File: config.mk
export PLATFORM = sky130hd
export DESIGN_NAME = excp_commit_ctrl_flat
export DESIGN_NICKNAME = d
export VERILOG_FILES = /design/src/rtl/excp_commit_ctrl_if.sv /design/src/rtl/excp_commit_ctrl.sv /design/src/flat_wrapper.sv
export SDC_FILE = /design/constraint.sdc
export NUM_CORES = 1
export LEC_CHECK = 0
export ABC_AREA = 0
export ABC_CLOCK_PERIOD_IN_PS = 4450
export BUFFER_PORTS_ARGS = -buffer_cell sky130_fd_sc_hd__buf_2
export CORE_AREA = 2 2 136 138
export DETAILED_ROUTE_END_ITERATION = 10
export DIE_AREA = 0 0 138 140
export PLACE_DENSITY = 0.64
export SLEW_MARGIN = 25
export SYNTH_ARGS = -nofsm -noshare
export SYNTH_HDL_FRONTEND = slang
export SYNTH_SLANG_ARGS = --single-unit
File: constraint.sdc
create_clock -name clk -period 4.45 [get_ports clk]
set_input_delay 0.89 -clock clk [delete_from_list [all_inputs] [get_ports clk]]
set_output_delay 0.89 -clock clk [all_outputs]
set_load 0.02 [all_outputs]
File: src/rtl/excp_commit_ctrl_if.sv
// Redirect handshake between the commit-stage exception sequencer and fetch.
interface excp_commit_ctrl_if;
   logic        redirect_valid_o;
   logic [31:0] redirect_pc_o;
   logic        redirect_ready_i;

   modport master (output redirect_valid_o, output redirect_pc_o, input redirect_ready_i);
   modport slave  (input redirect_valid_o, input redirect_pc_o, output redirect_ready_i);
endinterface

File: src/rtl/excp_commit_ctrl.sv
// Commit-stage exception/ERTN sequencer: picks the oldest trapping event, pulses the
// CSR trap/ERTN update, holds a multi-cycle flush, then redirects fetch.
//
// state    | meaning
// ---------+-------------------------------------------------------------
// IDLE     | accepting commits, evaluating lanes for interrupt/exception/ERTN
// FLUSH    | flush_o high, down-counter running to terminal count 0
// REDIRECT | redirect_valid_o held with a stable target until fetch accepts
module excp_commit_ctrl #(
   parameter int FLUSH_CYCLES = 2,
   parameter int LANES        = 2
) (
   input  logic                  clk,
   input  logic                  rst_n,
   input  logic [LANES-1:0]      commit_valid_i,
   input  logic [LANES-1:0]      excp_trigger_i,
   input  logic [6*LANES-1:0]    ecode_i,
   input  logic [9*LANES-1:0]    esubcode_i,
   input  logic [32*LANES-1:0]   bad_va_i,
   input  logic [32*LANES-1:0]   pc_i,
   input  logic [LANES-1:0]      ertn_i,
   input  logic                  int_pending_i,
   input  logic [31:0]           eentry_i,
   input  logic [31:0]           era_i,
   excp_commit_ctrl_if.master    redir,
   output logic                  commit_stall_o,
   output logic [LANES-1:0]      lane_kill_o,
   output logic                  trap_we_o,
   output logic [5:0]            trap_ecode_o,
   output logic [8:0]            trap_esubcode_o,
   output logic [31:0]           trap_era_o,
   output logic                  badv_we_o,
   output logic [31:0]           badv_o,
   output logic                  ertn_we_o,
   output logic                  flush_o
);

   typedef enum logic [1:0] {IDLE, FLUSH, REDIRECT} state_t;

   localparam logic [3:0] FLUSH_LOAD = 4'(FLUSH_CYCLES - 1);

   state_t      state, state_nxt;
   logic [3:0]  cnt, cnt_nxt;
   logic [31:0] redir_pc_q;

   logic             sel_hit, sel_excp, chain, take, badv_code;
   logic [5:0]       sel_ecode;
   logic [8:0]       sel_esub;
   logic [31:0]      sel_pc, sel_badva;
   logic [LANES-1:0] kill;

   // Lane k is only eligible while every older lane is also committing.
   always_comb begin
      sel_hit   = 1'b0;
      sel_excp  = 1'b0;
      sel_ecode = '0;
      sel_esub  = '0;
      sel_pc    = '0;
      sel_badva = '0;
      kill      = '0;
      chain     = 1'b1;
      if (int_pending_i && commit_valid_i[0]) begin
         sel_hit  = 1'b1;
         sel_excp = 1'b1;
         sel_pc   = pc_i[31:0];
         kill     = '1;
      end else begin
         for (int k = 0; k < LANES; k++) begin
            chain = chain & commit_valid_i[k];
            if (sel_hit) begin
               kill[k] = 1'b1;
            end else if (chain && (excp_trigger_i[k] || ertn_i[k])) begin
               sel_hit   = 1'b1;
               sel_excp  = excp_trigger_i[k];
               kill[k]   = excp_trigger_i[k];
               sel_ecode = ecode_i[6*k +: 6];
               sel_esub  = esubcode_i[9*k +: 9];
               sel_pc    = pc_i[32*k +: 32];
               sel_badva = bad_va_i[32*k +: 32];
            end
         end
      end
   end

   assign take      = (state == IDLE) && sel_hit;
   assign badv_code = ((sel_ecode >= 6'h01) && (sel_ecode <= 6'h09)) || (sel_ecode == 6'h3F);

   always_comb begin
      state_nxt = state;
      cnt_nxt   = cnt;
      case (state)
         IDLE: begin
            if (take) begin
               state_nxt = FLUSH;
               cnt_nxt   = FLUSH_LOAD;
            end
         end
         FLUSH: begin
            if (cnt == 4'd0) state_nxt = REDIRECT;
            else             cnt_nxt   = cnt - 4'd1;
         end
         REDIRECT: begin
            if (redir.redirect_ready_i) state_nxt = IDLE;
         end
         default: state_nxt = IDLE;
      endcase
   end

   always_ff @(posedge clk) begin
      if (!rst_n) begin
         state           <= IDLE;
         cnt             <= '0;
         trap_we_o       <= 1'b0;
         ertn_we_o       <= 1'b0;
         badv_we_o       <= 1'b0;
         trap_ecode_o    <= '0;
         trap_esubcode_o <= '0;
         trap_era_o      <= '0;
         badv_o          <= '0;
         redir_pc_q      <= '0;
      end else begin
         state     <= state_nxt;
         cnt       <= cnt_nxt;
         trap_we_o <= take && sel_excp;
         ertn_we_o <= take && !sel_excp;
         badv_we_o <= take && sel_excp && badv_code;
         if (take && sel_excp) begin
            trap_ecode_o    <= sel_ecode;
            trap_esubcode_o <= sel_esub;
            trap_era_o      <= sel_pc;
         end
         if (take && sel_excp && badv_code) badv_o <= sel_badva;
         if (take) redir_pc_q <= sel_excp ? eentry_i : era_i;
      end
   end

   assign lane_kill_o            = (state == IDLE) ? kill : '0;
   assign commit_stall_o         = (state != IDLE);
   assign flush_o                = (state == FLUSH);
   assign redir.redirect_valid_o = (state == REDIRECT);
   assign redir.redirect_pc_o    = redir_pc_q;

endmodule

File: src/flat_wrapper.sv
// flat-port wrapper written by rule: the top's interface ports become plain ports
module excp_commit_ctrl_flat 
#(
   parameter int FLUSH_CYCLES = 2,
   parameter int LANES        = 2
)
  (clk, rst_n, commit_valid_i, excp_trigger_i, ecode_i, esubcode_i, bad_va_i, pc_i, ertn_i, int_pending_i, eentry_i, era_i, commit_stall_o, lane_kill_o, trap_we_o, trap_ecode_o, trap_esubcode_o, trap_era_o, badv_we_o, badv_o, ertn_we_o, flush_o, redir_redirect_valid_o, redir_redirect_pc_o, redir_redirect_ready_i);
  excp_commit_ctrl_if redir_i ();
  input  logic clk;
  input  logic rst_n;
  input  logic [LANES-1:0] commit_valid_i;
  input  logic [LANES-1:0] excp_trigger_i;
  input  logic [6*LANES-1:0] ecode_i;
  input  logic [9*LANES-1:0] esubcode_i;
  input  logic [32*LANES-1:0] bad_va_i;
  input  logic [32*LANES-1:0] pc_i;
  input  logic [LANES-1:0] ertn_i;
  input  logic int_pending_i;
  input  logic [31:0] eentry_i;
  input  logic [31:0] era_i;
  output logic commit_stall_o;
  output logic [LANES-1:0] lane_kill_o;
  output logic trap_we_o;
  output logic [5:0] trap_ecode_o;
  output logic [8:0] trap_esubcode_o;
  output logic [31:0] trap_era_o;
  output logic badv_we_o;
  output logic [31:0] badv_o;
  output logic ertn_we_o;
  output logic flush_o;
  output wire logic [$bits(redir_i.redirect_valid_o)-1:0] redir_redirect_valid_o;
  output wire logic [$bits(redir_i.redirect_pc_o)-1:0] redir_redirect_pc_o;
  input wire logic [$bits(redir_i.redirect_ready_i)-1:0] redir_redirect_ready_i;
  assign redir_redirect_valid_o = redir_i.redirect_valid_o;
  assign redir_redirect_pc_o = redir_i.redirect_pc_o;
  assign redir_i.redirect_ready_i = redir_redirect_ready_i;
  excp_commit_ctrl #(.FLUSH_CYCLES(FLUSH_CYCLES), .LANES(LANES)) u_core (.clk(clk), .rst_n(rst_n), .commit_valid_i(commit_valid_i), .excp_trigger_i(excp_trigger_i), .ecode_i(ecode_i), .esubcode_i(esubcode_i), .bad_va_i(bad_va_i), .pc_i(pc_i), .ertn_i(ertn_i), .int_pending_i(int_pending_i), .eentry_i(eentry_i), .era_i(era_i), .redir(redir_i), .commit_stall_o(commit_stall_o), .lane_kill_o(lane_kill_o), .trap_we_o(trap_we_o), .trap_ecode_o(trap_ecode_o), .trap_esubcode_o(trap_esubcode_o), .trap_era_o(trap_era_o), .badv_we_o(badv_we_o), .badv_o(badv_o), .ertn_we_o(ertn_we_o), .flush_o(flush_o));
endmodule
Word-level counts from Yosys, hierarchy flattened
Cells that the tools add are included.
{"block": "word_totals", "input_bits": 232, "regBits": 120, "word_cells": 76, "out_inout_bits": 119}
{"block": "op_classes", "n_eq_ne": 7, "magnitude_cmp": 2, "add_sub_neg": 1, "n_reduce_logical": 18, "mux": 37, "bitwise_logic": 1}
{"op": "32-bit two-way mux", "count": 9}
{"op": "9-bit two-way mux", "count": 4}
{"op": "6-bit two-way mux", "count": 4}
{"op": "1-bit two-way mux", "count": 11}
{"op": "2-bit two-way mux", "count": 5}
{"op": "1-bit logical AND", "count": 8}
{"op": "4-bit two-way mux", "count": 2}
{"op": "4-bit case mux with 2 select lines", "count": 1}
{"op": "6-bit equality test, second input constant", "count": 1}
{"op": "6-bit by 1-bit >= comparator with 1-bit output, second input constant", "count": 1}
{"op": "6-bit by 4-bit <= comparator with 1-bit output, second input constant", "count": 1}
{"op": "2-bit by 1-bit inequality test with 1-bit output, second input constant", "count": 3}
{"op": "2-bit case mux with 3 select lines", "count": 1}
{"op": "3-bit AND reduction", "count": 2}
{"op": "4-bit logical NOT", "count": 1}
{"op": "2-bit nonzero test", "count": 2}
{"op": "4-bit by 1-bit subtractor with 4-bit output, second input constant", "count": 1}
{"op": "1-bit logical OR", "count": 3}
{"op": "2-bit by 1-bit equality test with 1-bit output, second input constant", "count": 1}
{"op": "2-bit equality test, second input constant", "count": 1}
{"op": "2-bit logical NOT", "count": 1}
{"op": "2-bit inequality test, second input constant", "count": 1}
{"op": "1-bit AND", "count": 1}
{"op": "1-bit logical NOT", "count": 1}

Depth between registers and ports, before layout
{"block": "logic_depth", "word_depth": 10, "ltp_mapped": 8, "mapped_depth_nobuf": 7}

Least setup slack after synthesis
OpenSTA, ideal clock, no wires.
{"block": "synth_timing", "path_kind": "input to register", "startpoint": "input excp_trigger_i[0]", "endpoint": "register u_core.badv_o[10]", "required_ns": 4.378, "path_buffers": 1, "setup_slack_ns": 2.040, "path_stages": 6, "setup_ns": 0.072, "arrival_ns": 2.338, "cell_sequence": "o21a_1 -> a32oi_1 -> a31oi_1 -> o221ai_4 -> buf_6 -> mux2i_1"}
{"block": "synth_via", "elab_chain_cells": 10, "elab_cells_between_ends": 26, "classes_between": "order compare (2); eq/ne (1); mux (16); reduce/logical (7)"}
{"item": "from (decl)", "line": "flat_wrapper.sv:12", "source": "input logic [LANES-1:0] excp_trigger_i;"}
{"item": "1-bit logical OR", "line": "excp_commit_ctrl.sv:72", "source": "end else if (chain && (excp_trigger_i[k] || ertn_i[k])) begin"}
{"item": "1-bit logical AND", "line": "excp_commit_ctrl.sv:72"}
{"item": "6-bit two-way mux or 1-bit two-way mux (tied branches)", "line": "excp_commit_ctrl.sv:72"}
{"item": "6-bit two-way mux or 1-bit two-way mux (tied branches)", "line": "excp_commit_ctrl.sv:72, excp_commit_ctrl.sv:62"}
{"item": "6-bit two-way mux", "line": "excp_commit_ctrl.sv:70", "source": "if (sel_hit) begin"}
{"item": "6-bit two-way mux", "line": "excp_commit_ctrl.sv:62", "source": "if (int_pending_i && commit_valid_i[0]) begin"}
{"item": "6-bit by 1-bit >= comparator with 1-bit output or 6-bit by 4-bit <= comparator with 1-bit output (tied branches)", "line": "excp_commit_ctrl.sv:86", "source": "assign badv_code = ((sel_ecode >= 6'h01) && (sel_ecode <= 6'h09)) || (sel_ecode == 6'h3F);"}
{"item": "1-bit logical AND", "line": "excp_commit_ctrl.sv:86"}
{"item": "1-bit logical OR", "line": "excp_commit_ctrl.sv:86"}
{"item": "1-bit logical AND", "line": "excp_commit_ctrl.sv:132", "source": "if (take && sel_excp && badv_code) badv_o <= sel_badva;"}
{"item": "to (signal assigned)", "line": "excp_commit_ctrl.sv:132"}
{"item": "to (decl)", "line": "excp_commit_ctrl.sv:33", "source": "output logic [31:0] badv_o,"}
Several ways; a longest one is shown, not always the timed one. The select of a mux whose other input is x is not followed.
A chain may end at the register's enable or synchronous reset.

Final worst setup path
{"block": "layout_timing", "startpoint": "input commit_valid_i[0]", "endpoint": "register u_core.trap_era_o[20]"}
{"block": "layout_via", "elab_chain_cells": 7, "elab_cells_between_ends": 19, "classes_between": "mux (13); bitwise (1); reduce/logical (5)"}
{"item": "from (decl)", "line": "flat_wrapper.sv:11", "source": "input logic [LANES-1:0] commit_valid_i;"}
{"item": "1-bit AND or 1-bit logical AND (tied branches)", "line": "excp_commit_ctrl.sv:69, excp_commit_ctrl.sv:72"}
{"item": "1-bit logical AND or 1-bit two-way mux (tied branches)", "line": "excp_commit_ctrl.sv:72"}
{"item": "1-bit two-way mux (on tied branches)", "line": "excp_commit_ctrl.sv:72, excp_commit_ctrl.sv:62"}
{"item": "1-bit two-way mux", "line": "excp_commit_ctrl.sv:70"}
{"item": "1-bit two-way mux", "line": "excp_commit_ctrl.sv:62"}
{"item": "1-bit logical AND", "line": "excp_commit_ctrl.sv:85", "source": "assign take = (state == IDLE) && sel_hit;"}
{"item": "1-bit logical AND", "line": "excp_commit_ctrl.sv:127", "source": "if (take && sel_excp) begin"}
{"item": "to (signal assigned)", "line": "excp_commit_ctrl.sv:130", "source": "trap_era_o <= sel_pc;"}
{"item": "to (decl)", "line": "excp_commit_ctrl.sv:31", "source": "output logic [31:0] trap_era_o,"}
Several ways; a longest one is shown, not always the timed one. The select of a mux whose other input is x is not followed.

==> run metrics <==
outcome finished, final reports clean; Final Skew 6.22 ps; final worst-path cycle share 0.654; DRC violations left 0; layout cells sized above 1 0.423; CP startpoint commit_valid_i[0]; Initial DRC Count 225; data arrival time of the critical path 3170 ps; Die Y 140 µm; global-route wire length before repair 30.1 mm; end of the worst hold path u_core.badv_o[28]; launch point of the worst reg-to-reg path u_core.state[0]; Post-synth EDFFs 0; post-synthesis simple-gate area fraction 0.175; Slew headroom 0.348; PD cells 397 nW/µm²; Avg Cell Area, Syn 8.93 µm²; worst skew pair latency 410 ps; Final Max Slew Viols 0; Cells after DPL 1156; Final Non-Filler Cells 1190; max-cap violations 0; Hold Path Class register to register; hold path start u_core.badv_o[28]; Initial Util 0.315; WL per Instance 16.3 µm; Post-Synth XOR/XNOR Area 0.00313; die area 19300 µm²; final setup violation count 0; nets 1181; Worst R2R End u_core.trap_era_o[20]; clock tree root driver cell clkbuf_16; DR vias 5901; clock period minus worst slack 2910 ps; critical path peak fanout 50; top_reg_cell synth dfxtp_1; CP cell instances buf_2 -> o211a_1 -> o21ai_1 -> or2_2 -> a221oi_1 -> nor3_1; hold-fix buffers at CTS 0; FMAX 0.344 GHz; #FFs+latches synth 120; measured slew at the worst slew-check pin 977 ps; hold path cells 2; Hold Fails Final Rpt 0; Max IR drop VDD 0.264 mV; Post-DP HPWL 14.3 mm; clk sinks 120; delay of the slowest cell on the worst path 720 ps; number of buffers added for setup after CTS 0; RSZ-0062 raised after global routing no; initial antenna violation count 1; CTS H-tree lvls 4; Avg Vias per Cell 4.96; GRT Total Usage 0.195; Worst Setup Start Kind primary input; area taken by multi-input logic gates 2930 µm²; internal reg-to-reg setup slack 2340 ps; Adder-Cell Fraction of Synth Area 0.00447; clk buf depth 2; leakage power 0.00402 µW; Remaining Overflow, GRT 0; Netlist Area Pre-Place 5600 µm²; Clk pin slew, worst setup/hold paths 60 ps; Netlist cell types 49; largest net degree at the start of global routing 67; Port Buffers 350; Row Count 49; CP endpoint kind register; Mapped Cells 627; CTS tree yes; ANT nets after route 0; Compound-Gate Fraction of Synth Area 0.218; Syn Nets 861; sequential element share of the synthesized area 0.429; dpl cell area 7460 µm²; vias in the first global route 5606; DRT Wirelength 19.4 mm; largest family of logic cells by synthesized area compound AO/OA/AOI/OAI gates; Reg area 2400 µm²; TritonRoute pass-1 iters 4; routability cong. 0.791; FILL cells 1780; Crit path required time 4710 ps; slowest cell on the critical path or2_2; Util after Layout 0.453; Synthesis Warnings 0; Die X 138 µm; mux contribution to synthesized area 0.114; final instance area 8060 µm²; R2R depth 5; Resize count post-CTS 0; CP Class primary input to register; Pwr Total 3200 µW; CTS buffer count 17; async set or reset register ratio after synthesis 0; area delta synth->final 43.9%; io pins 351; Core Box Area 17800 µm²; setup tns final 0 ps
==> cells in the final DEF (no fill, tap or decap), types with 10 or more instances in the layout <==
| master | Yosys | routed |
|---|---|---|
| buf_2 | 16 | 350 |
| dfxtp_1 | 120 | 120 |
| nand2_1 | 84 | 84 |
| nor2_1 | 76 | 75 |
| mux2i_1 | 64 | 64 |
| a211oi_1 | 34 | 34 |
| a22o_1 | 32 | 32 |
| nor3_1 | 30 | 30 |
| a221oi_1 | 27 | 27 |
| clkbuf_16 | 0 | 17 |
| nand3_1 | 15 | 15 |
| o31ai_1 | 12 | 11 |
| a22oi_1 | 10 | 10 |
| buf_4 | 1 | 10 |
==> state kept, by name (all words and copies together) (netlist names) <==
signal	count
u_core.trap_we_o	1
u_core.state	2
u_core.cnt	4
u_core.trap_esubcode_o	9
u_core.trap_era_o	32
u_core.badv_we_o	1
u_core.trap_ecode_o	6
u_core.redir.redirect_pc_o	32
u_core.ertn_we_o	1
u_core.badv_o	32
==> power by group <==
group | leakage (µW) | switching, µW | total (µW) | internal, µW
Combinational | 0.00276 | 400 | 661 | 261
Clock | 0.000282 | 494 | 1340 | 850
Sequential | 0.000981 | 38.3 | 1200 | 1160
Total | 0.00402 | 932 | 3200 | 2270
==> cell type report <==
cell class | instances | share of cell area
Multi-Input combinational cell | 441 | 0.363
Sequential cell | 120 | 0.298
Timing Repair Buffer | 361 | 0.228
Clock buffer | 20 | 0.0567
Tap cell | 229 | 0.0356
Clock inverter | 12 | 0.0155
Inverter | 6 | 0.00279
Antenna cell | 1 | 0.000311
==> critical path, delay by kind of cell <==
kind | cells | cell delay [ps]
simple gates | 2 | 800
compound gates | 3 | 1180
buf+inv | 1 | 260
==> stage by stage <==
stage          hold WS [ps]  worst slack, ps
6_report                456             1540
5_1_grt                 477             1310
4_1_cts                 463             1540
3_5_place_dp            452             1140
3_3_place_gp            440             1230
2_1_floorplan           466             2040
==> logic make-up after synthesis <==
kind of cell    Yosys count
buf+inv                  66
xor+xnor                  2
fa+ha+maj                 2
mux                      64
compound gates          150
simple gates            223
flops                   120
==> cell usage after synthesis (2+ instances only) <==
master | count | share of area
a22o_1 | 32 | 0.050
nor2_1 | 76 | 0.051
nand3_1 | 15 | 0.013
buf_2 | 16 | 0.014
a221oi_1 | 27 | 0.042
a211oi_1 | 34 | 0.046
buf_1 | 2 | 0.0013
dfxtp_1 | 120 | 0.43
nor3_1 | 30 | 0.027
a311oi_1 | 5 | 0.0078
a32o_1 | 3 | 0.0054
buf_6 | 6 | 0.012
a31oi_1 | 2 | 0.0022
and3_1 | 2 | 0.0022
a21oi_1 | 10 | 0.0089
o31a_1 | 2 | 0.0031
ha_1 | 2 | 0.0045
nand2_1 | 84 | 0.056
clkbuf_1 | 35 | 0.023
o31ai_1 | 12 | 0.016
mux2i_1 | 64 | 0.11
a22oi_1 | 10 | 0.013
inv_1 | 5 | 0.0034
nor2b_1 | 3 | 0.0034
a32oi_1 | 3 | 0.0047
nor4b_1 | 4 | 0.0063
==> worst max path at each step <==
stage                                        to  slack (ps)  cells after the start
final                     u_core.trap_era_o[20]        1540                      6
after global routing      u_core.trap_era_o[19]        1310                      6
after CTS                 u_core.trap_era_o[20]        1540                      6
after detailed placement  u_core.trap_era_o[16]        1140                      6
after global placement    u_core.trap_era_o[30]        1230                      6
after floorplan               u_core.badv_o[10]        2040                      6
==> routing by layer <==
layer  vias to the layer above  wire length, µm  global-route usage
li1                       2952                -                   -
met1                      2676             8090               0.232
met5                         -                0                   0
met2                       252             9500               0.335
met4                         0              286              0.0532
met3                        21             1490              0.0667
Power figures use the tool's default switching activity.
